**config.mk**
```make
export PLATFORM = sky130hd
export DESIGN_NAME = btb_bimodal_predictor
export DESIGN_NICKNAME = d
export VERILOG_FILES = /design/src/rtl/btb_bimodal_predictor.sv
export SDC_FILE = /design/constraint.sdc
export NUM_CORES = 2
export LEC_CHECK = 0
export ABC_CLOCK_PERIOD_IN_PS = 5650
export BUFFER_PORTS_ARGS = -buffer_cell sky130_fd_sc_hd__clkbuf_2
export CAP_MARGIN = 20
export CELL_PAD_IN_SITES_DETAIL_PLACEMENT = 0
export CELL_PAD_IN_SITES_GLOBAL_PLACEMENT = 1
export CORE_MARGIN = 10
export CORE_UTILIZATION = 30
export DETAILED_ROUTE_END_ITERATION = 10
export PLACE_DENSITY = 0.59
export SLEW_MARGIN = 20
export SYNTH_ARGS = -nofsm -noshare
export SYNTH_HDL_FRONTEND = slang
export SYNTH_SLANG_ARGS = --single-unit
```
**constraint.sdc**
```tcl
create_clock -name clk -period 5.65 [get_ports clk]
set_clock_uncertainty 0.2 [all_clocks]
set_input_delay 1.13 -clock clk [delete_from_list [all_inputs] [get_ports clk]]
set_output_delay 1.13 -clock clk [all_outputs]
set_load 0.005 [all_outputs]
```
**src/rtl/btb_bimodal_predictor.sv**
```systemverilog
// Direct-mapped branch target buffer with per-entry saturating direction counters.
// Looked up combinationally from IF, trained from EXE, with saturating statistics.
module btb_bimodal_predictor #(
    parameter int unsigned ADDR_W  = 32,
    parameter int unsigned ENTRIES = 16,
    parameter int unsigned CTR_W   = 2,
    parameter int unsigned CNT_W   = 16
) (
    input  logic              clk,
    input  logic              rst,
    input  logic [ADDR_W-1:0] if_pc,
    output logic              pred_taken,
    output logic [ADDR_W-1:0] pred_target,
    input  logic              upd_valid,
    input  logic [ADDR_W-1:0] upd_pc,
    input  logic              upd_taken,
    input  logic [ADDR_W-1:0] upd_target,
    input  logic              upd_pred_taken,
    input  logic [ADDR_W-1:0] upd_pred_target,
    output logic              mispredict,
    output logic [ADDR_W-1:0] redirect_addr,
    output logic [CNT_W-1:0]  branch_count,
    output logic [CNT_W-1:0]  mispred_count
);

    localparam int unsigned IDX_W = $clog2(ENTRIES);
    localparam int unsigned TAG_W = ADDR_W - IDX_W - 2;
    localparam logic [CTR_W-1:0] CtrWeak = CTR_W'(1) << (CTR_W - 1);

    logic              valid_q  [ENTRIES];
    logic [TAG_W-1:0]  tag_q    [ENTRIES];
    logic [ADDR_W-1:0] target_q [ENTRIES];
    logic [CTR_W-1:0]  ctr_q    [ENTRIES];

    logic [IDX_W-1:0] lk_idx;
    logic [TAG_W-1:0] lk_tag;
    logic             lk_hit;
    logic [IDX_W-1:0] up_idx;
    logic [TAG_W-1:0] up_tag;
    logic             up_hit;

    always_comb begin
        lk_idx      = if_pc[IDX_W+1:2];
        lk_tag      = if_pc[ADDR_W-1:IDX_W+2];
        lk_hit      = valid_q[lk_idx] && (tag_q[lk_idx] == lk_tag);
        pred_taken  = lk_hit && ctr_q[lk_idx][CTR_W-1];
        pred_target = pred_taken ? target_q[lk_idx] : if_pc + ADDR_W'(4);
    end

    always_comb begin
        up_idx        = upd_pc[IDX_W+1:2];
        up_tag        = upd_pc[ADDR_W-1:IDX_W+2];
        up_hit        = valid_q[up_idx] && (tag_q[up_idx] == up_tag);
        // A wrong target only matters when both prediction and outcome are taken.
        mispredict    = upd_valid && ((upd_pred_taken != upd_taken) ||
                        (upd_taken && upd_pred_taken && (upd_pred_target != upd_target)));
        redirect_addr = upd_taken ? upd_target : upd_pc + ADDR_W'(4);
    end

    always_ff @(posedge clk or negedge rst) begin
        if (!rst) begin
            for (int i = 0; i < ENTRIES; i++) begin
                valid_q[i]  <= 1'b0;
                tag_q[i]    <= '0;
                target_q[i] <= '0;
                ctr_q[i]    <= '0;
            end
            branch_count  <= '0;
            mispred_count <= '0;
        end else if (upd_valid) begin
            if (up_hit) begin
                if (upd_taken) begin
                    if (ctr_q[up_idx] != '1) begin
                        ctr_q[up_idx] <= ctr_q[up_idx] + CTR_W'(1);
                    end
                    target_q[up_idx] <= upd_target;
                end else if (ctr_q[up_idx] != '0) begin
                    ctr_q[up_idx] <= ctr_q[up_idx] - CTR_W'(1);
                end
            end else if (upd_taken) begin
                valid_q[up_idx]  <= 1'b1;
                tag_q[up_idx]    <= up_tag;
                target_q[up_idx] <= upd_target;
                ctr_q[up_idx]    <= CtrWeak;
            end
            if (branch_count != '1) begin
                branch_count <= branch_count + CNT_W'(1);
            end
            if (mispredict && (mispred_count != '1)) begin
                mispred_count <= mispred_count + CNT_W'(1);
            end
        end
    end

endmodule

```
==> impl_results.md <==
- Status: finished, violations left
- Failing checks: setup timing
- Clk pwr share: 0.356
- Setup CP Type: in -> out
- Drt pass-1 iters: 5
- Achievable Freq: 172 MHz
- Largest net degree at the start of global routing: 123
- Min Tclk post-route: 5.81 ns
- Combinational share of power: 0.202
- Post-synth EDFFs: 0
- Ys flop type: dfrtp_1
- Wire length per cell: 28.9 um
- Register area share after synthesis: 0.486
- Final Hold Vio Count: 0
- Grt peak-use layer: met2
- Antenna-violating nets left: 0
- Sink Count: 1008
- Top cells by area, synth: dfrtp_1 (49%), mux2_2 (21%), mux4_2 (16%)
- Grt ovf: 0
- Core Region: 172000 um2
- Cell Area, Synth: 51900 um2
- Total CTS buffers: 112
- Req. time, crit path: 4.32 ns
- Bufs on Longest Clock Path: 3
- Critical-path cell list: buf_16 -> buf_12 -> buf_4 -> mux4_2 -> mux4_2 -> xnor2_2 -> nand4_1 -> or4_4 -> nor4_4 -> buf_6 -> buf_12 -> buf_12 -> buf_16 -> nand2_2 -> nand2_1 -> clkbuf_2
- Routed via count: 32853
- Layout cells sized above 1: 0.542
- Peak supply drop: 0.000227 V
- Die Width: 436 um
- Slowest cell on crit path: mux4_2
- Clock Latency Late Sink: 0.75 ns
- Setup violators final: 31
- Data arrival, critical path: 4.48 ns
- Leakage Power: 26.6 nW
- Initial DRC Count: 2294
- R2R Path End: tag_q[318]$_DFFE_PN0P_
- Async S/R FF share, synth: 1.00
- Cells after Synth: 3528
- CTS tree: done
- Gpl congestion: 0.833
- Overall routing resource usage: 0.185
- Syn_nets: 3671
- Yosys warning total: 0
- DRC Markers: 0
- Maximum level of the CTS H-tree: 3
- Total power: 21.6 mW
- Met2 usage: 0.315
- Unrepaired setup endpoints after global routing: true
- Avg Vias per Cell: 5.28
- Die H: 436 um
- Crit end category: primary output
- Slew HR: 0.350
- Reg clk slew, reported paths: 0.06 ns
- Post-Place Setup Slack: -0.452 ns
- Routing usage on met1: 0.240
- Total length of routed wires: 180 mm
- Reg2reg setup slack: 1.34 ns
- Net switching power: 5.98 mW
- Finished Layout Cells: 6223
- Synth top cells by count: dfrtp_1 (1008), mux2_2 (953), mux4_2 (371)
- Final period util: 1.03
- Met3 GRT Util: 0.0226
- CP peak stage delay: 0.59 ns
- Global-route wire length before repair: 260 mm
- Startpoint types: input port
- Slew @ Worst Pin: 0.975 ns
- CP startpoint: if_pc[2]
- Placed insts: 5990
- Cell mode on critical path: buf_12
- Register bit total from synthesis: 1008
- CP Max Fanout: 9
- Hold Buf Count CTS: 0
- Count leader, synth: dfrtp_1
- Initial antenna violation count: 9
- FF-to-FF Start: tag_q[223]$_DFFE_PN0P_
- Maxcap violations: 0
- Synth Area per Inst: 14.7 um2
- FP Rows: 152
- Die footprint: 190000 um2
- Seq pwr share: 0.442
- CTS root buffer: clkbuf_16
- # port buffers: 230
- Netlist cell types: 69
- Initial core utilization: 0.302
- Int Pwr: 15.6 mW
- Setup crit end: pred_target[0]
- Synth-to-Final Area Change: 19.2%
- Max-slew violations: 0
- Final WS setup: -0.157 ns
- Io pins: 231
- Post-DP HPWL: 121 mm
- Area leader, netlist: dfrtp_1
- Hold slack: 0.248 ns
- Synth top area share: 0.486
- Pwr Density: 349 nW/um2
- Worst min-delay path category: in -> async
- R2r worst-path depth: 12
- Sw Ratio: 0.277
- Vias in the first global route: 34281
- Nets: 3958
==> placed cells by master, fill, tap and decap left out, types with 71 or more instances in the layout <==
master / netlist / final
clkbuf_16: 0 / 113
buf_4: 28 / 191
dfrtp_1: 1008 / 1008
clkbuf_2: 0 / 196
mux2_2: 953 / 952
xnor2_1: 77 / 71
xor2_1: 91 / 91
mux2i_1: 91 / 91
nand2_1: 149 / 130
mux4_2: 371 / 371
==> sequential cells by signal (all words and copies together), names as in the netlist <==
register / flops
target_q: 512
tag_q: 416
valid_q: 16
branch_count: 16
ctr_q: 32
mispred_count: 16
==> cell type report <==
class | instances | area [um2]
Fill cell | 16497 | 110000
Multi-Input combinational cell | 2168 | 25300
Sequential cell | 1008 | 25200
Timing Repair Buffer | 511 | 4420
Clock buffer | 161 | 3250
Tap cell | 2310 | 2890
Clock inverter | 47 | 629
Inverter | 14 | 52.6
Antenna cell | 4 | 10.0
==> worst min path at each step <==
stage,end,slack [ns]
final,target_q[492]$_DFFE_PN0P_,0.25
after global routing,target_q[460]$_DFFE_PN0P_,0.31
after CTS,target_q[364]$_DFFE_PN0P_,0.26
after detailed placement,ctr_q[26]$_DFFE_PN0P_,0.28
after global placement,ctr_q[8]$_DFFE_PN0P_,0.27
after floorplan,valid_q[1]$_DFFE_PN0P_,0.26
==> kinds of logic after synthesis <==
group,synth area share
buf+inv,0.0312
fa+ha+maj,0.00241
xor+xnor,0.0284
mux,0.392
flops,0.486
compound gates,0.0196
simple gates,0.0402
==> power by group through the flow <==
stage               registers (mW)  clock network (mW)  logic, mW
floorplan                     9.29                   0       2.98
global placement              9.62                   0       4.28
detailed placement            9.64                   0       4.36
CTS                           9.52                7.88       4.41
global route                  9.72                8.15       4.67
finish                        9.55                7.67       4.36
==> metal layers <==
| layer | up-vias | wire length, um |
|---|---|---|
| li1 | 13794 | - |
| met1 | 17937 | 76300 |
| met2 | 839 | 89000 |
| met3 | 275 | 6810 |
| met4 | 8 | 7540 |
| met5 | - | 48 |
==> critical path: cells and delay by family <==
family	cells	cell delay, ns
muxes	2	1.07
and+or+nand+nor	5	1.00
buffers and inverters	8	1.06
xor gates and xnor gates	1	0.18
==> through the flow <==
step / instance area (um2) / TNS, ns / utilization
floorplan: 51900 / 0 / -
global placement: 57400 / -11.56 / 0.334
detailed placement: 57400 / -12.21 / 0.334
CTS: 61700 / -1.96 / 0.359
global route: 61800 / -5.36 / 0.360
finish: 61800 / -2.96 / 0.360
==> repair_timing <==
item                                    4_1_cts  5_1_grt
cloned                                        4        1
gates resized for setup                      53       48
buffers inserted                             14        4
endpoints found under the setup margin       33       33
pin swaps                                     6        4
Note: power is estimated with default switching activity, not from simulation.
